$ cat src/rtl/clause_mask_streamer.sv
// clause_mask_streamer
// Holds the CNF clause table for one SAT node. For each variable assignment it
// first scans the table to see whether the variable occurs at all. If it does,
// it streams one SubstitutionMask beat per clause. If it does not, it emits a
// single VariableNotFound beat.
// Optional build macro: MASK_STREAM_ABORT_EN adds an abort input that drops an
// in-flight scan or stream and returns the block to IDLE.
module clause_mask_streamer #(
  parameter int NUM_CLAUSES   = 16,
  parameter int CLAUSE_LENGTH = 3,
  parameter int VAR_WIDTH     = 8,
  localparam int IDX_W        = $clog2(NUM_CLAUSES)
) (
  input  logic                               clk,
  input  logic                               rst_n,
  input  logic                               cfg_we,
  input  logic [IDX_W-1:0]                   cfg_addr,
  input  logic [CLAUSE_LENGTH*VAR_WIDTH-1:0] cfg_lit_var,
  input  logic [CLAUSE_LENGTH-1:0]           cfg_lit_neg,
  output logic                               cfg_err,
  input  logic                               req_valid,
  input  logic [VAR_WIDTH-1:0]               req_var,
  input  logic                               req_value,
  output logic                               req_ready,
  output logic                               out_valid,
  input  logic                               out_ready,
  output logic [1:0]                         out_msg_type,
  output logic [VAR_WIDTH-1:0]               out_var,
  output logic [CLAUSE_LENGTH-1:0]           out_mask,
  output logic [IDX_W-1:0]                   out_clause_idx,
  output logic                               out_last
`ifdef MASK_STREAM_ABORT_EN
  ,
  input  logic                               abort
`endif
);

  localparam logic [IDX_W-1:0] C_LAST    = IDX_W'(NUM_CLAUSES - 1);
  localparam logic [IDX_W:0]   C_NC_EXT  = (IDX_W + 1)'(NUM_CLAUSES);
  localparam logic [1:0]       C_MSG_SUB = 2'b10;
  localparam logic [1:0]       C_MSG_NF  = 2'b11;

  typedef enum logic [1:0] {
    ST_IDLE     = 2'd0,
    ST_SCAN     = 2'd1,
    ST_EMIT     = 2'd2,
    ST_NOTFOUND = 2'd3
  } state_t;

  // A literal slot matches only on exact id equality; id 0 marks an empty slot
  // and can never match, even if the request itself names variable 0.
  function automatic logic lit_hit(input logic [VAR_WIDTH-1:0] lit,
                                   input logic [VAR_WIDTH-1:0] v);
    return (v != '0) && (lit == v);
  endfunction

  // Clause table
  logic [CLAUSE_LENGTH*VAR_WIDTH-1:0] r_lit_var [NUM_CLAUSES];
  logic [CLAUSE_LENGTH-1:0]           r_lit_neg [NUM_CLAUSES];

  // Control state
  state_t                 r_state;
  logic [IDX_W-1:0]       r_idx;
  logic                   r_found;
  logic [VAR_WIDTH-1:0]   r_var;
  logic                   r_value;
  logic                   r_cfg_err;

  // Next-state and helper nets
  state_t                 w_state_nxt;
  logic [IDX_W-1:0]       w_idx_nxt;
  logic                   w_found_nxt;
  logic [VAR_WIDTH-1:0]   w_var_nxt;
  logic                   w_value_nxt;
  logic                   w_abort;
  logic                   w_addr_ok;
  logic                   w_cfg_ok;
  logic                   w_scan_hit;
  logic [CLAUSE_LENGTH-1:0]           w_mask;
  logic [CLAUSE_LENGTH*VAR_WIDTH-1:0] w_row_var;
  logic [CLAUSE_LENGTH-1:0]           w_row_neg;

`ifdef MASK_STREAM_ABORT_EN
  assign w_abort = abort;
`else
  assign w_abort = 1'b0;
`endif

  // Writes land only while idle and in range; anything else is reported.
  assign w_addr_ok = ({1'b0, cfg_addr} < C_NC_EXT);
  assign w_cfg_ok  = cfg_we && (r_state == ST_IDLE) && w_addr_ok;

  assign w_row_var = r_lit_var[r_idx];
  assign w_row_neg = r_lit_neg[r_idx];

  // Per-clause occurrence test and substitution mask for the clause at r_idx
  always_comb begin
    w_scan_hit = 1'b0;
    w_mask     = '0;
    for (int i = 0; i < CLAUSE_LENGTH; i++) begin
      if (lit_hit(w_row_var[i*VAR_WIDTH +: VAR_WIDTH], r_var)) begin
        w_scan_hit = 1'b1;
        w_mask[i]  = w_row_neg[i] ^ r_value;
      end
    end
  end

  // Clause table storage, cleared by reset
  always_ff @(posedge clk) begin
    if (!rst_n) begin
      for (int k = 0; k < NUM_CLAUSES; k++) begin
        r_lit_var[k] <= '0;
        r_lit_neg[k] <= '0;
      end
    end else if (w_cfg_ok) begin
      r_lit_var[cfg_addr] <= cfg_lit_var;
      r_lit_neg[cfg_addr] <= cfg_lit_neg;
    end
  end

  // Dropped-write pulse, visible the cycle after the offending strobe
  always_ff @(posedge clk) begin
    if (!rst_n) begin
      r_cfg_err <= 1'b0;
    end else begin
      r_cfg_err <= cfg_we && !w_cfg_ok;
    end
  end

  assign cfg_err = r_cfg_err;

  // FSM state and scan/stream bookkeeping registers
  always_ff @(posedge clk) begin
    if (!rst_n) begin
      r_state <= ST_IDLE;
      r_idx   <= '0;
      r_found <= 1'b0;
      r_var   <= '0;
      r_value <= 1'b0;
    end else begin
      r_state <= w_state_nxt;
      r_idx   <= w_idx_nxt;
      r_found <= w_found_nxt;
      r_var   <= w_var_nxt;
      r_value <= w_value_nxt;
    end
  end

  // Next-state logic: scan all clauses, then stream or report not-found
  always_comb begin
    w_state_nxt = r_state;
    w_idx_nxt   = r_idx;
    w_found_nxt = r_found;
    w_var_nxt   = r_var;
    w_value_nxt = r_value;
    unique case (r_state)
      ST_IDLE: begin
        // An abort seen while idle only blocks acceptance for that cycle.
        if (req_valid && !w_abort) begin
          w_var_nxt   = req_var;
          w_value_nxt = req_value;
          w_found_nxt = 1'b0;
          w_idx_nxt   = '0;
          w_state_nxt = ST_SCAN;
        end
      end
      ST_SCAN: begin
        w_found_nxt = r_found | w_scan_hit;
        if (r_idx == C_LAST) begin
          w_idx_nxt   = '0;
          w_state_nxt = (r_found | w_scan_hit) ? ST_EMIT : ST_NOTFOUND;
        end else begin
          w_idx_nxt = r_idx + 1'b1;
        end
      end
      ST_EMIT: begin
        if (out_ready) begin
          if (r_idx == C_LAST) begin
            w_idx_nxt   = '0;
            w_state_nxt = ST_IDLE;
          end else begin
            w_idx_nxt = r_idx + 1'b1;
          end
        end
      end
      ST_NOTFOUND: begin
        if (out_ready) begin
          w_state_nxt = ST_IDLE;
        end
      end
      default: begin
        w_state_nxt = ST_IDLE;
        w_idx_nxt   = '0;
      end
    endcase
    // Abort wins over every in-flight transition; a beat handshaking in the
    // same cycle has already been taken by the consumer.
    if (w_abort && (r_state != ST_IDLE)) begin
      w_state_nxt = ST_IDLE;
      w_idx_nxt   = '0;
    end
  end

  // Output decode; outputs depend only on registered state and the table,
  // which cannot change outside IDLE, so a stalled beat stays stable.
  always_comb begin
    req_ready      = (r_state == ST_IDLE) && rst_n && !w_abort;
    out_valid      = 1'b0;
    out_msg_type   = 2'b00;
    out_var        = '0;
    out_mask       = '0;
    out_clause_idx = '0;
    out_last       = 1'b0;
    unique case (r_state)
      ST_EMIT: begin
        out_valid      = 1'b1;
        out_msg_type   = C_MSG_SUB;
        out_var        = r_var;
        out_mask       = w_mask;
        out_clause_idx = r_idx;
        out_last       = (r_idx == C_LAST);
      end
      ST_NOTFOUND: begin
        out_valid      = 1'b1;
        out_msg_type   = C_MSG_NF;
        out_var        = r_var;
        out_last       = 1'b1;
      end
      default: begin
        out_valid = 1'b0;
      end
    endcase
  end

endmodule

$ cat config.mk
export PLATFORM = sky130hd
export DESIGN_NAME = clause_mask_streamer
export DESIGN_NICKNAME = d
export VERILOG_FILES = /design/src/rtl/clause_mask_streamer.sv
export SDC_FILE = /design/constraint.sdc
export NUM_CORES = 1
export LEC_CHECK = 0
export CAP_MARGIN = 15
export CELL_PAD_IN_SITES_DETAIL_PLACEMENT = 1
export CELL_PAD_IN_SITES_GLOBAL_PLACEMENT = 1
export CORE_ASPECT_RATIO = 1.1
export CORE_UTILIZATION = 50
export CTS_BUF_LIST = sky130_fd_sc_hd__clkbuf_4 sky130_fd_sc_hd__clkbuf_8
export CTS_CLUSTER_DIAMETER = 200
export CTS_CLUSTER_SIZE = 40
export DETAILED_ROUTE_END_ITERATION = 16
export PLACE_DENSITY_LB_ADDON = 0.15
export SLEW_MARGIN = 10
export SYNTH_ARGS = -nofsm -noshare
export SYNTH_HDL_FRONTEND = slang
export SYNTH_SLANG_ARGS = --single-unit
$ cat constraint.sdc
create_clock -name clk -period 5.5 [get_ports clk]
set_input_delay 1.1 -clock clk [delete_from_list [all_inputs] [get_ports clk]]
set_output_delay 1.1 -clock clk [all_outputs]
set_load 0.05 [all_outputs]
# == Yosys cells after proc, flatten, opt, wreduce, memory -nomap -nowiden ==
# Memory sizes are Yosys's and may differ from the RTL's. A register that Yosys moved wholly into a read port is not among the register bits.
# Index checks and enable logic that the tools add are counted.
# op_classes
n_addsub,1
eq_ne,12
muxes,39
bitwise_logic,4
n_reduce_logical,18
# op_table
cell,count
4-bit two-way mux,10
8-bit == test,3
24-bit two-way mux,1
24-bit OR reduction,1
1-bit two-way mux,15
4-bit one-hot mux with 3 select lines,1
2-bit two-way mux,5
"2-bit != test, second input constant",5
8-bit two-way mux,1
2-bit one-hot mux with 4 select lines,1
8-bit nonzero test,1
1-bit logical AND,6
3-bit two-way mux,2
5-bit AND reduction,1
"4-bit by 1-bit adder with 4-bit output, second input constant",1
"2-bit == test, second input constant",2
"4-bit == test, second input constant",1
1-bit one-hot mux with 2 select lines,2
2-bit one-hot mux with 2 select lines,1
2-bit AND reduction,2
3-bit AND reduction,1
3-bit nonzero test,1
3-bit OR reduction,1
1-bit XOR,3
other kinds (6),6
# totals
register_bits,17
ram_bits,432
out_inout_bits,21
word_cells,82
mem_count,2
# memory_table
name,words,width,rd,rd_clocked_by_memory_dff,wr,line_no,text
r_lit_var,16,24,1,1,16,58,logic [CLAUSE_LENGTH*VAR_WIDTH-1:0] r_lit_var [NUM_CLAUSES];
r_lit_neg,16,3,1,1,16,59,logic [CLAUSE_LENGTH-1:0] r_lit_neg [NUM_CLAUSES];

# == Longest topological paths before layout ==
# Gate-level depths: netlist of run 1.
# depth
ltp_word,9
depth_mapped,12
ltp_nobuf,9

# == Worst setup path before layout of run 1 ==
# No wires, ideal clock.
# synth_timing
path_type,in2reg
startpoint,in rst_n
endpoint,mem r_lit_neg[8][0] (enable)
setup_ps,449
arrival_time_ps,4100
setup_slack_ps,951
stages,5
path_buffers,1
cell_sequence,and2_1 nand2_1 or3_1 clkbuf_1 o21ai_0
# synth_rtl
item,line_no,text
from (decl),15,"input logic rst_n,"
to (decl),59,

==> results of run 1 <==
==> layout make-up <==
class	instances	area share, %
inverter	10	0.165
multi-input combinational	831	31.8
tap	560	3.07
clock buffer	19	1.04
timing repair buffer	120	4.89
sequential	453	58.8
antenna	1	0.0110
clock inverter	2	0.165
==> what timing repair did <==
item / 4_1_cts / 5_1_grt
endpoints found under the setup margin: 2 / 0
buffers inserted: 3 / 0
gates resized for setup: 3 / 0
==> flip-flops by register name (all words and copies together) (netlist names), named ones only <==
name / cells
r_lit_var: 384
r_value: 1
r_state: 2
r_found: 1
cfg_err: 1
r_var: 8
r_lit_neg: 48
r_idx: 4
==> worst register-to-register path, cell delays in order (launching register included) <==
cell and delay, ns:
dfxtp_4 0.69, buf_4 0.45, buf_4 0.28, mux4_2 0.32, mux2i_1 0.22, mux2i_1 0.13, xor2_1 0.16, nor4_1 0.29
nand4_1 0.38, nand4_1 0.27, a221oi_1 0.09
==> layer usage <==
metal  vias to the layer above  wire, um
li1                       5127         -
met1                      6523     25400
met2                       440     31000
met3                        91      3180
met4                         0      1630
met5                         -         0
==> through the flow <==
stage / hold WS, ns / instance area, sq um / cells
2_1_floorplan: 0.489 / 21000 / 1400
3_3_place_gp: 0.514 / 22400 / 1971
3_5_place_dp: 0.519 / 22400 / 1971
4_1_cts: 0.549 / 22800 / 1995
5_1_grt: 0.573 / 22800 / 1996
6_report: 0.555 / 22800 / 1996
==> synthesized netlist by cell type, drive strengths merged <==
cell type and n:
a2111oi 1, a211o 1, a211oi 2, a21o 1
a21oi 18, a221oi 4, a22o 3, a22oi 3
a311oi 1, a31oi 1, and2 438, and3 1
buf 35, clkbuf 71, dfxtp 21, edfxtp 432
ha 5, inv 10, mux2 10, mux2i 49
mux4 103, nand2 37, nand2b 9, nand3 10
nand3b 1, nand4 5, nor2 28, nor2b 15
nor3 13, nor3b 1, nor4 1, o2111ai 1
o211ai 2, o21ai 21, o22ai 4, o2bb2ai 3
o311ai 1, o41a 1, or3 3, or3b 1
or4 3, xnor2 20, xor2 10
==> cell families after synthesis <==
kind of cell / Yosys count / share of synthesized area, %
flops: 453 / 63.8
mux: 162 / 14.0
xor+xnor: 30 / 1.25
compound gates: 68 / 2.10
fa+ha+maj: 5 / 0.298
buf+inv: 116 / 2.59
simple gates: 566 / 16.0
==> worst min-delay path by stage <==
stage                     startpoint  endpoint  slack [ns]  cells after the start
final                        r_value   r_value        0.56                      2
after global routing         r_value   r_value        0.57                      2
after CTS                    r_value   r_value        0.55                      2
after detailed placement    r_idx[1]      flop        0.52                      2
after global placement       r_value   r_value        0.51                      2
after floorplan             r_idx[1]      flop        0.49                      2
==> power groups by stage <==
stage / Clock, W / Combinational, W / Sequential, W
after floorplan: 0 / 0.000882 / 0.00405
after global routing: 0.00139 / 0.00137 / 0.00408
after detailed placement: 0 / 0.00124 / 0.00417
final: 0.00130 / 0.00129 / 0.00407
after CTS: 0.00131 / 0.00130 / 0.00407
after global placement: 0 / 0.00122 / 0.00415
==> summary.txt, run 1 <==
Yosys
  • Syn. warnings: 0
  • Synth area leader: edfxtp_1
  • Mapped Area: 0.0210 sq mm
  • Syn Area/Cell: 15.0 sq um
  • Synth Register Bits: 453
  • Syn Inst Count: 1400
  • Unique masters post-synth: just under 50
  • Synth top area cells: edfxtp_1 62%, and2_1 13%, mux4_2 11%
  • Synth top area share: between 60% and 70%
  • Syn_nets: 1450
  • Seq/Total Area, Yosys: between 60 and 70%

CTS
  • Clock sink count: 453
  • Clock transition at path regs: 0.23 ns
  • Max Root-Sink Buffers: 3
  • CTS Root Cell: clkbuf_8
  • CTS tree: yes
  • Clk Latency, worst-skew pair: 0.64 ns
  • H-tree Lvls: 1
  • Hold buffer count at cts: 0
  • CTS buffer count: 15

Finish
  • Util after Layout: a little under three fifths
  • Most common cell after layout, fill and taps aside: and2_1
  • Fin nets: approximately 1.5k
  • Multi-input gate area: 0.00726 sq mm
  • Most frequent cells in the layout: 438 x and2_1, 432 x edfxtp_1, 99 x mux4_2
  • FF+latch area: 0.0134 sq mm
  • Layout cell share with drive strength beyond 1: 15.9%
  • Synth-to-Final Area Change: 8.54%
  • # fillers: 3889

Timing
  • Final clock period utilization by the worst path: 96.1%
  • Setup TNS: 0 ns
  • Clk_skew: about 0.053 ns
  • Worst Slack Setup Final: 0.215 ns
  • Max Freq: between 0.15 and 0.2 GHz
  • Fin crit period: 5.28 ns
  • Final slew viol count: 0
  • # setup viols final: 0
  • Worst slew pin tran: 0.997 ns
  • Final hold violations: 0
  • Slew margin rel.: 33.3%
  • RSZ-0062 raised after global routing: false

GRT
  • Total GRT Usage: 29.1%
  • Grt total ovfl: 0
  • Largest net degree at the start of global routing: 42
  • First-pass GRT wire length: 88.3 mm
  • Vias in the first global route: 12.6k
  • Initial antenna violation count: 2
  • Routing usage on met3: under 10%
  • GR Layer Usage met1: a little under 40%
  • Met2 Use GR: about half
  • Most Used Layer, Global Route: met2

Setup path
  • Arr. time, crit path: around 4.2 ns
  • Worst path bufs/invs: 3
  • CP delay by family, top: simple AND/OR/NAND/NOR gates
  • Crit path to: out_mask[0]
  • CP max stage delay: 0.69 ns
  • Crit path max fanout: 22
  • Crit Path Class: reg -> out
  • Register-to-register path setup slack: 2.10 ns
  • Endpoint class of the critical path: output port
  • Cells on worst reg2reg path: 10
  • R2R Path End: r_state[0]
  • CP max stage cell: dfxtp_4
  • WP data required: between 4 and 5 ns
  • Startpoint Class: flop
  • Crit. path cell count: 10
  • Critical-path cell list: buf_4, buf_4, mux4_2, mux2i_1, mux2i_1, xor2_1, nor4_1, nand4_1, nor3_1, buf_4
  • Cell mode on critical path: buf_4

Floorplanning
  • Chip height: 217 um
  • Initial core utilization: between 50 and 60%
  • Core Area: 0.0413 sq mm
  • Boundary Pins: 66
  • Die W: 197 um
  • Site row count: ~80
  • Die Area: 0.0428 sq mm

Power and ir drop
  • LEAKAGE: 7.91 nW
  • Pint: 0.00476 W
  • Sequential group share of total power: between 60% and 70%
  • Clock power share: about a fifth
  • NetSw: 0.00190 W
  • Pwr/cell area: between 200 and 300 mW/mm^2
  • Total power: about 0.0067 W
  • Switching share of power: 28.5%
  • Combinational power share: approximately a fifth
  • Peak VDD IR: 251 uV

Detailed routing
  • Routed vias/inst: 6.10
  • 1st-pass router iterations: 7
  • Wire length per cell: a little over 30 um
  • ANT nets after route: 0
  • Total wire length: between 60 and 70 mm
  • Routed via count: 12.2k
  • DR DRC count: 0
  • First DRT Iteration DRCs: 1161

Place
  • I/O Buffers: 65
  • HPWL after DPL: 37.0 mm
  • Setup slack at placement: between 0.4 and 0.5 ns
  • Gp weighted congestion: 0.816

Flow run
  • MaxCap Viol Count: 0

Min path
  • HP Class: reg -> reg

Run status
  • Status: finished clean
Note: power is estimated with default switching activity, not from simulation.
==> run 2, diff against run 1 <==
--- a/config.mk
+++ b/config.mk
@@ -5,7 +5,6 @@
 export SDC_FILE = /design/constraint.sdc
 export NUM_CORES = 1
 export LEC_CHECK = 0
-export CAP_MARGIN = 15
 export CELL_PAD_IN_SITES_DETAIL_PLACEMENT = 1
 export CELL_PAD_IN_SITES_GLOBAL_PLACEMENT = 1
 export CORE_ASPECT_RATIO = 1.1
@@ -14,6 +13,8 @@
 export CTS_CLUSTER_DIAMETER = 200
 export CTS_CLUSTER_SIZE = 40
 export DETAILED_ROUTE_END_ITERATION = 16
+export GPL_TIMING_DRIVEN = 0
+export MAX_ROUTING_LAYER = met4
 export PLACE_DENSITY_LB_ADDON = 0.15
 export SLEW_MARGIN = 10
 export SYNTH_ARGS = -nofsm -noshare
==> run 2 against run 1 <==
- die area did not move
- register-to-register slack got worse by 0.86 ns
- via count rose by 6.5%
- maximum frequency fell by 1.8%
- final cell count rose by 4.2%
- worst hold slack improved by 0.0037 ns
- first-iteration DRC count rose by 50%
- clock skew rose by 0.017 ns
- flip-flop and latch count did not move
- utilization rose by 1.7 points
- largest power group unchanged
==> summary.txt, run 2 (synthesis gave the netlist of run 1 again) <==
Timing
  • Final slew viol count: 0 (unchanged)
  • Setup TNS: 0 ns (unchanged)
  • Final clock period utilization by the worst path: 97.8% (was 96.1%)
  • Slew margin rel.: 6.68% (was 33.3%)
  • Final hold violations: 0 (unchanged)
  • Clk_skew: 0.0696 ns (was 0.0528 ns)
  • Fin crit period: 5.38 ns (was 5.28 ns)
  • Worst slew pin tran: 1.39 ns (was 0.997 ns)
  • # setup viols final: 0 (unchanged)
  • Max Freq: 0.186 GHz (was 0.189 GHz)
  • RSZ-0062 raised after global routing: false (unchanged)

CTS
  • H-tree Lvls: 1 (unchanged)
  • Max Root-Sink Buffers: 3 (unchanged)
  • Hold buffer count at cts: 0 (unchanged)
  • CTS Root Cell: clkbuf_8 (unchanged)
  • CTS buffer count: 15 (unchanged)
  • Clock sink count: 453 (unchanged)
  • CTS tree: yes (unchanged)
  • Clock transition at path regs: 0.23 ns (about the same)
  • Clk Latency, worst-skew pair: 0.65 ns (was 0.64 ns)

Power and ir drop
  • LEAKAGE: 8.20 nW (was 7.91 nW)
  • Total power: 0.00683 W (was 0.00665 W)
  • Peak VDD IR: 209 uV (was 251 uV)
  • Pwr/cell area: 291 mW/mm^2 (was 292 mW/mm^2)

Detailed routing
  • Total wire length: 71.0 mm (was 61.2 mm)
  • Routed vias/inst: 6.24 (was 6.10)
  • 1st-pass router iterations: 6 (was 7)
  • Routed via count: 13.0k (was 12.2k)
  • Wire length per cell: 34.1 um (was 30.7 um)
  • DR DRC count: 0 (unchanged)
  • ANT nets after route: 0 (unchanged)
  • First DRT Iteration DRCs: 1743 (was 1161)

Setup path
  • Startpoint Class: flop (unchanged)
  • Cells on worst reg2reg path: 9 (was 10)
  • Register-to-register path setup slack: 1.24 ns (was 2.10 ns)
  • RR Startpoint: r_state[0]
  • WP data required: 4.40 ns (about the same)
  • Arr. time, crit path: 4.28 ns (was 4.18 ns)
  • Endpoint class of the critical path: output port (unchanged)
  • Crit Path Class: reg -> out (unchanged)
  • R2R Path End: r_lit_neg[8][1] (was r_state[0])
  • Crit path max fanout: 10 (was 22)

Min path
  • HP Class: reg -> reg (unchanged)
  • Hold Path Stages: 2 (unchanged)
  • Worst Hold Launch: r_value (unchanged)
  • Hold EP: r_value (unchanged)

Place
  • Gp weighted congestion: 0.863 (was 0.816)
  • Placement Cell Area: 0.0231 sq mm (was 0.0224 sq mm)
  • I/O Buffers: 65 (unchanged)
  • HPWL after DPL: 48.1 mm (was 37.0 mm)
  • DP Cell Count: 2050 (was 1971)

Finish
  • # fillers: 3910 (was 3889)
  • Layout cell share with drive strength beyond 1: 14.8% (was 15.9%)
  • Fin nets: 1559 (was 1481)
  • Final Cell Area: 0.0235 sq mm (was 0.0228 sq mm)
  • Synth-to-Final Area Change: 11.8% (was 8.54%)
  • Most frequent cells in the layout: 438 x and2_1, 432 x edfxtp_1, 99 x mux4_2 (unchanged)
  • Max FFs per register: 384 (unchanged)
  • Biggest regs: r_lit_var x384, r_lit_neg x48, r_var x8 (unchanged)
  • Post-Layout Cell Count: 2079 (was 1996)
  • Most common cell after layout, fill and taps aside: and2_1 (unchanged)
  • Largest Register: r_lit_var (unchanged)

Floorplanning
  • Boundary Pins: 66 (unchanged)
  • Die W: 197 um (unchanged)
  • Site row count: 78 (unchanged)
  • Chip height: 217 um (unchanged)
  • Initial core utilization: 50.9% (unchanged)
  • Die Area: 0.0428 sq mm (unchanged)
  • Core Area: 0.0413 sq mm (unchanged)

GRT
  • First-pass GRT wire length: 99.7 mm (was 88.3 mm)
  • Total GRT Usage: 35.2% (was 29.1%)
  • Grt total ovfl: 0 (unchanged)
  • Initial antenna violation count: 2 (unchanged)
  • Largest net degree at the start of global routing: 42 (unchanged)
  • Vias in the first global route: 13.8k (was 12.6k)

Flow run
  • MaxCap Viol Count: 0 (unchanged)

Run status
  • Status: finished clean (unchanged)
run 2: cell count changes in the layout (fill, tap and decap cells not counted), moves of 3 or more:
| cell | change |
|---|---|
| buf_12 | +3 |
| clkbuf_4 | +12 |
| buf_2 | +7 |
| buf_4 | -38 |
| buf_6 | +10 |
| dfxtp_1 | +4 |
| dfxtp_4 | -4 |
| nor2_1 | +12 |
| buf_16 | +15 |
| clkbuf_1 | +69 |
| nor2_2 | -12 |
run 2: report_power, final:
part | switching, W | internal (W)
registers | 0.0000549 | 0.00393
clock network | 0.00101 | 0.000332
logic | 0.000922 | 0.000577
total | 0.00199 | 0.00484
run 2: layout make-up:
class | count | area (sq um) | share of cell area, %
sequential | 453 | 13400 | 57.0
multi-input combinational | 831 | 7240 | 30.8
timing repair buffer | 92 | 1260 | 5.35
tap | 560 | 701 | 2.98
buffer | 106 | 551 | 2.34
clock buffer | 24 | 274 | 1.17
inverter | 10 | 37.5 | 0.160
clock inverter | 1 | 30.0 | 0.128
antenna | 2 | 5.00 | 0.0213
run 2: worst max-delay path by stage:
| stage | slack, ns | end | cells past startpoint | start |
|---|---|---|---|---|
| finish | 0.12 | out_mask[0] | 11 | flop |
| global route | 0.001 | out_mask[2] | 11 | flop |
| CTS | 0.01 | out_mask[0] | 11 | flop |
| detailed placement | -0.05 | out_mask[0] | 11 | flop |
| global placement | -3.00 | r_lit_var[8][15] | 6 | rst_n |
| floorplan | 0.95 | r_lit_neg[8][0] | 5 | rst_n |
run 2: per-layer routing:
layer	GRT usage (%)	routed length, um	share of wire [%]
met1	43.4	26200	37
met2	57.2	34900	49
met3	5.04	5940	8.4
met4	17.0	3930	5.5
met5	-	0	0
run 2: worst max-delay path, stage by stage (launching register included):
cell	delay [ns]
dfxtp_1	0.38
buf_6	0.22
buf_4	0.32
buf_6	0.28
buf_4	0.32
buf_4	0.32
mux2i_2	0.36
xor2_1	0.12
nor4_1	0.33
nand4_1	0.30
nor3_1	0.26
clkdlybuf4s15_2	0.40
run 2: stage by stage:
stage / hold WS (ns) / setup slack (ns) / util [%]
6_report: 0.559 / 0.120 / 56.9
5_1_grt: 0.599 / 0.00105 / 56.9
4_1_cts: 0.562 / 0.0102 / 56.8
3_5_place_dp: 0.536 / -0.0472 / 56.0
3_3_place_gp: 0.506 / -3.00 / 54.1
2_1_floorplan: 0.489 / 0.951 / -
run 2: what timing repair did:
item	in CTS	in global routing
pin swaps	1	1
resized for setup	20	14
buffers inserted	1	1
setup endpoints to repair	3	3
gates cloned	0	0
==> run 3, diff against run 2 <==
--- a/config.mk
+++ b/config.mk
@@ -13,7 +13,6 @@
 export CTS_CLUSTER_DIAMETER = 200
 export CTS_CLUSTER_SIZE = 40
 export DETAILED_ROUTE_END_ITERATION = 16
-export GPL_TIMING_DRIVEN = 0
 export MAX_ROUTING_LAYER = met4
 export PLACE_DENSITY_LB_ADDON = 0.15
 export SLEW_MARGIN = 10
==> run 3 against run 2 <==
- non-clock buffer count fell by 78
- sequential power rose by 2%
- total power decreased by 2.6%
- global-route usage fell by 5.1 points
- utilization decreased by 1.7 points
- critical path type unchanged
- largest cell class unchanged
- highest routed layer unchanged
==> summary.txt, run 3 (synthesis gave the netlist of run 1 again) <==
Run status
  • Status: finished clean (unchanged)

GRT
  • Initial antenna violation count: 2 (unchanged)
  • Total GRT Usage: 30.1% (was 35.2%)
  • Grt total ovfl: 0 (unchanged)
  • First-pass GRT wire length: 88.3 mm (was 99.7 mm)
  • Vias in the first global route: 12.6k (was 13.8k)
  • Largest net degree at the start of global routing: 42 (unchanged)

CTS
  • Clk Latency, worst-skew pair: 0.63 ns (was 0.65 ns)
  • H-tree Lvls: 1 (unchanged)
  • Max Root-Sink Buffers: 3 (unchanged)
  • CTS buffer count: 15 (unchanged)
  • Clock transition at path regs: 0.22 ns (was 0.23 ns)
  • CTS Root Cell: clkbuf_8 (unchanged)
  • CTS tree: yes (unchanged)
  • Clock sink count: 453 (unchanged)

Finish
  • Fin nets: 1481 (was 1559)
  • Post-Layout Cell Count: 1996 (was 2079)
  • Largest Register: r_lit_var (unchanged)
  • Max FFs per register: 384 (unchanged)
  • Most common cell after layout, fill and taps aside: and2_1 (unchanged)
  • Most frequent cells in the layout: 438 x and2_1, 432 x edfxtp_1, 99 x mux4_2 (unchanged)
  • Biggest regs: r_lit_var x384, r_lit_neg x48, r_var x8 (unchanged)
  • Layout cell share with drive strength beyond 1: 15.9% (was 14.8%)
  • Synth-to-Final Area Change: 8.54% (was 11.8%)

Setup path
  • Arr. time, crit path: 4.18 ns (was 4.28 ns)
  • CP max stage cell: dfxtp_4 (was clkdlybuf4s15_2)
  • Crit path max fanout: 22 (was 10)
  • CP delay by family, top: simple AND/OR/NAND/NOR gates (was buffers and inverters)
  • WP data required: 4.40 ns (about the same)
  • Worst path bufs/invs: 3 (was 6)
  • Critical-path cell list: buf_4, buf_4, mux4_2, mux2i_1, mux2i_1, xor2_1, nor4_1, nand4_1, nor3_1, buf_4 (was buf_6, buf_4, buf_6, buf_4, buf_4, mux2i_2, xor2_1, nor4_1, nand4_1, nor3_1, clkdlybuf4s15_2)
  • Startpoint Class: flop (unchanged)
  • CP max stage delay: 0.69 ns (was 0.40 ns)
  • Cells on worst reg2reg path: 10 (was 9)
  • Cell mode on critical path: buf_4 (unchanged)
  • Endpoint class of the critical path: output port (unchanged)
  • Register-to-register path setup slack: 2.12 ns (was 1.24 ns)
  • R2R Path End: r_state[0] (was r_lit_neg[8][1])
  • Crit Path Class: reg -> out (unchanged)

Detailed routing
  • Routed via count: 12.2k (was 13.0k)
  • DR DRC count: 0 (unchanged)
  • Total wire length: 61.2 mm (was 71.0 mm)
  • ANT nets after route: 0 (unchanged)
  • Routed vias/inst: 6.09 (was 6.24)
  • Met3 wire length: 3.05 mm (was 5.94 mm)
  • M1 WL: 25.3 mm (was 26.2 mm)
  • 1st-pass router iterations: 5 (was 6)
  • Wire length per cell: 30.6 um (was 34.1 um)
  • Max layer used: met4 (unchanged)
  • First DRT Iteration DRCs: 1192 (was 1743)
  • Met2 wire length: 31.2 mm (was 34.9 mm)

Min path
  • HP Class: reg -> reg (unchanged)
  • Hold EP: r_value (unchanged)
  • Hold Path Stages: 2 (unchanged)
  • Worst Hold Launch: r_value (unchanged)

Floorplanning
  • Die Area: 0.0428 sq mm (unchanged)
  • Boundary Pins: 66 (unchanged)
  • Chip height: 217 um (unchanged)
  • Initial core utilization: 50.9% (unchanged)
  • Die W: 197 um (unchanged)
  • Core Area: 0.0413 sq mm (unchanged)
  • Site row count: 78 (unchanged)

Timing
  • Slew margin rel.: 34.3% (was 6.68%)
  • Final hold violations: 0 (unchanged)
  • Max Freq: 0.190 GHz (was 0.186 GHz)
  • Setup TNS: 0 ns (unchanged)
  • Final slew viol count: 0 (unchanged)
  • Clk_skew: 0.0481 ns (was 0.0696 ns)
  • Final clock period utilization by the worst path: 95.9% (was 97.8%)
  • # setup viols final: 0 (unchanged)
  • Fin crit period: 5.28 ns (was 5.38 ns)
  • Worst slew pin tran: 0.982 ns (was 1.39 ns)
  • Fin Hold WS: 0.555 ns (was 0.559 ns)
  • RSZ-0062 raised after global routing: false (unchanged)

Flow run
  • MaxCap Viol Count: 0 (unchanged)

Place
  • DP Cell Count: 1971 (was 2050)
  • Gp weighted congestion: 0.831 (was 0.863)
  • I/O Buffers: 65 (unchanged)
  • HPWL after DPL: 37.0 mm (was 48.1 mm)

Power and ir drop
  • Peak VDD IR: 252 uV (was 209 uV)
  • LEAKAGE: 7.91 nW (was 8.20 nW)
  • Pwr/cell area: 292 mW/mm^2 (was 291 mW/mm^2)
==> run 3: per-stage QoR <==
stage	power, W	utilization (%)	area, sq um	setup WS (ns)
after global routing	0.00684	55.2	22800	0.0445
after global placement	0.00537	54.4	22400	0.448
after floorplan	0.00493	-	21000	0.951
final	0.00665	55.2	22800	0.223
after detailed placement	0.00541	54.4	22400	0.472
after CTS	0.00667	55.2	22800	0.240
==> run 3: power breakdown <==
| group | internal, W | leakage (nW) | switching (W) | total [W] |
|---|---|---|---|---|
| registers | 0.00393 | 4.64 | 0.000136 | 0.00406 |
| clock network | 0.000295 | 0.138 | 0.000993 | 0.00129 |
| logic | 0.000534 | 3.14 | 0.000760 | 0.00129 |
| total | 0.00476 | 7.91 | 0.00189 | 0.00665 |
==> run 3: worst max-delay path by stage <==
stage               startpoint               to  slack (ns)  depth (start not counted)
floorplan                rst_n  r_lit_neg[8][0]        0.95                          5
CTS                       flop      out_mask[0]        0.24                          8
finish                    flop      out_mask[0]        0.22                         10
global placement          flop      out_mask[2]        0.45                          8
global route              flop      out_mask[0]        0.04                         10
detailed placement        flop      out_mask[2]        0.47                          8
==> run 3: what timing repair did <==
item | 4_1_cts | 5_1_grt
hold buffers | 0 | 0
endpoints found under the setup margin | 2 | 0
gates resized for setup | 3 | 0
setup buffers | 3 | 0
==> run 3: worst register-to-register path, delay by kind of cell, from the launching register on <==
family | cells | cell delay (ns)
and+or+nand+nor | 3 | 0.91
buffers and inverters | 2 | 0.73
muxes | 3 | 0.69
DFF | 1 | 0.69
xor gates and xnor gates | 1 | 0.16
AOI/OAI and AO/OA | 1 | 0.09
==> run 3: layout make-up <==
type	count	area, sq um
antenna	1	2.50
clock buffer	19	236
clock inverter	2	37.5
fill	3889	18500
inverter	10	37.5
multi-input combinational	831	7260
sequential	453	13400
tap	560	701
timing repair buffer	120	1110
==> run 3: layer usage <==
layer	track usage, %	vias up
met5	-	-
li1	-	5132
met2	50.9	430
met4	7.21	0
met1	39.7	6517
met3	2.39	83
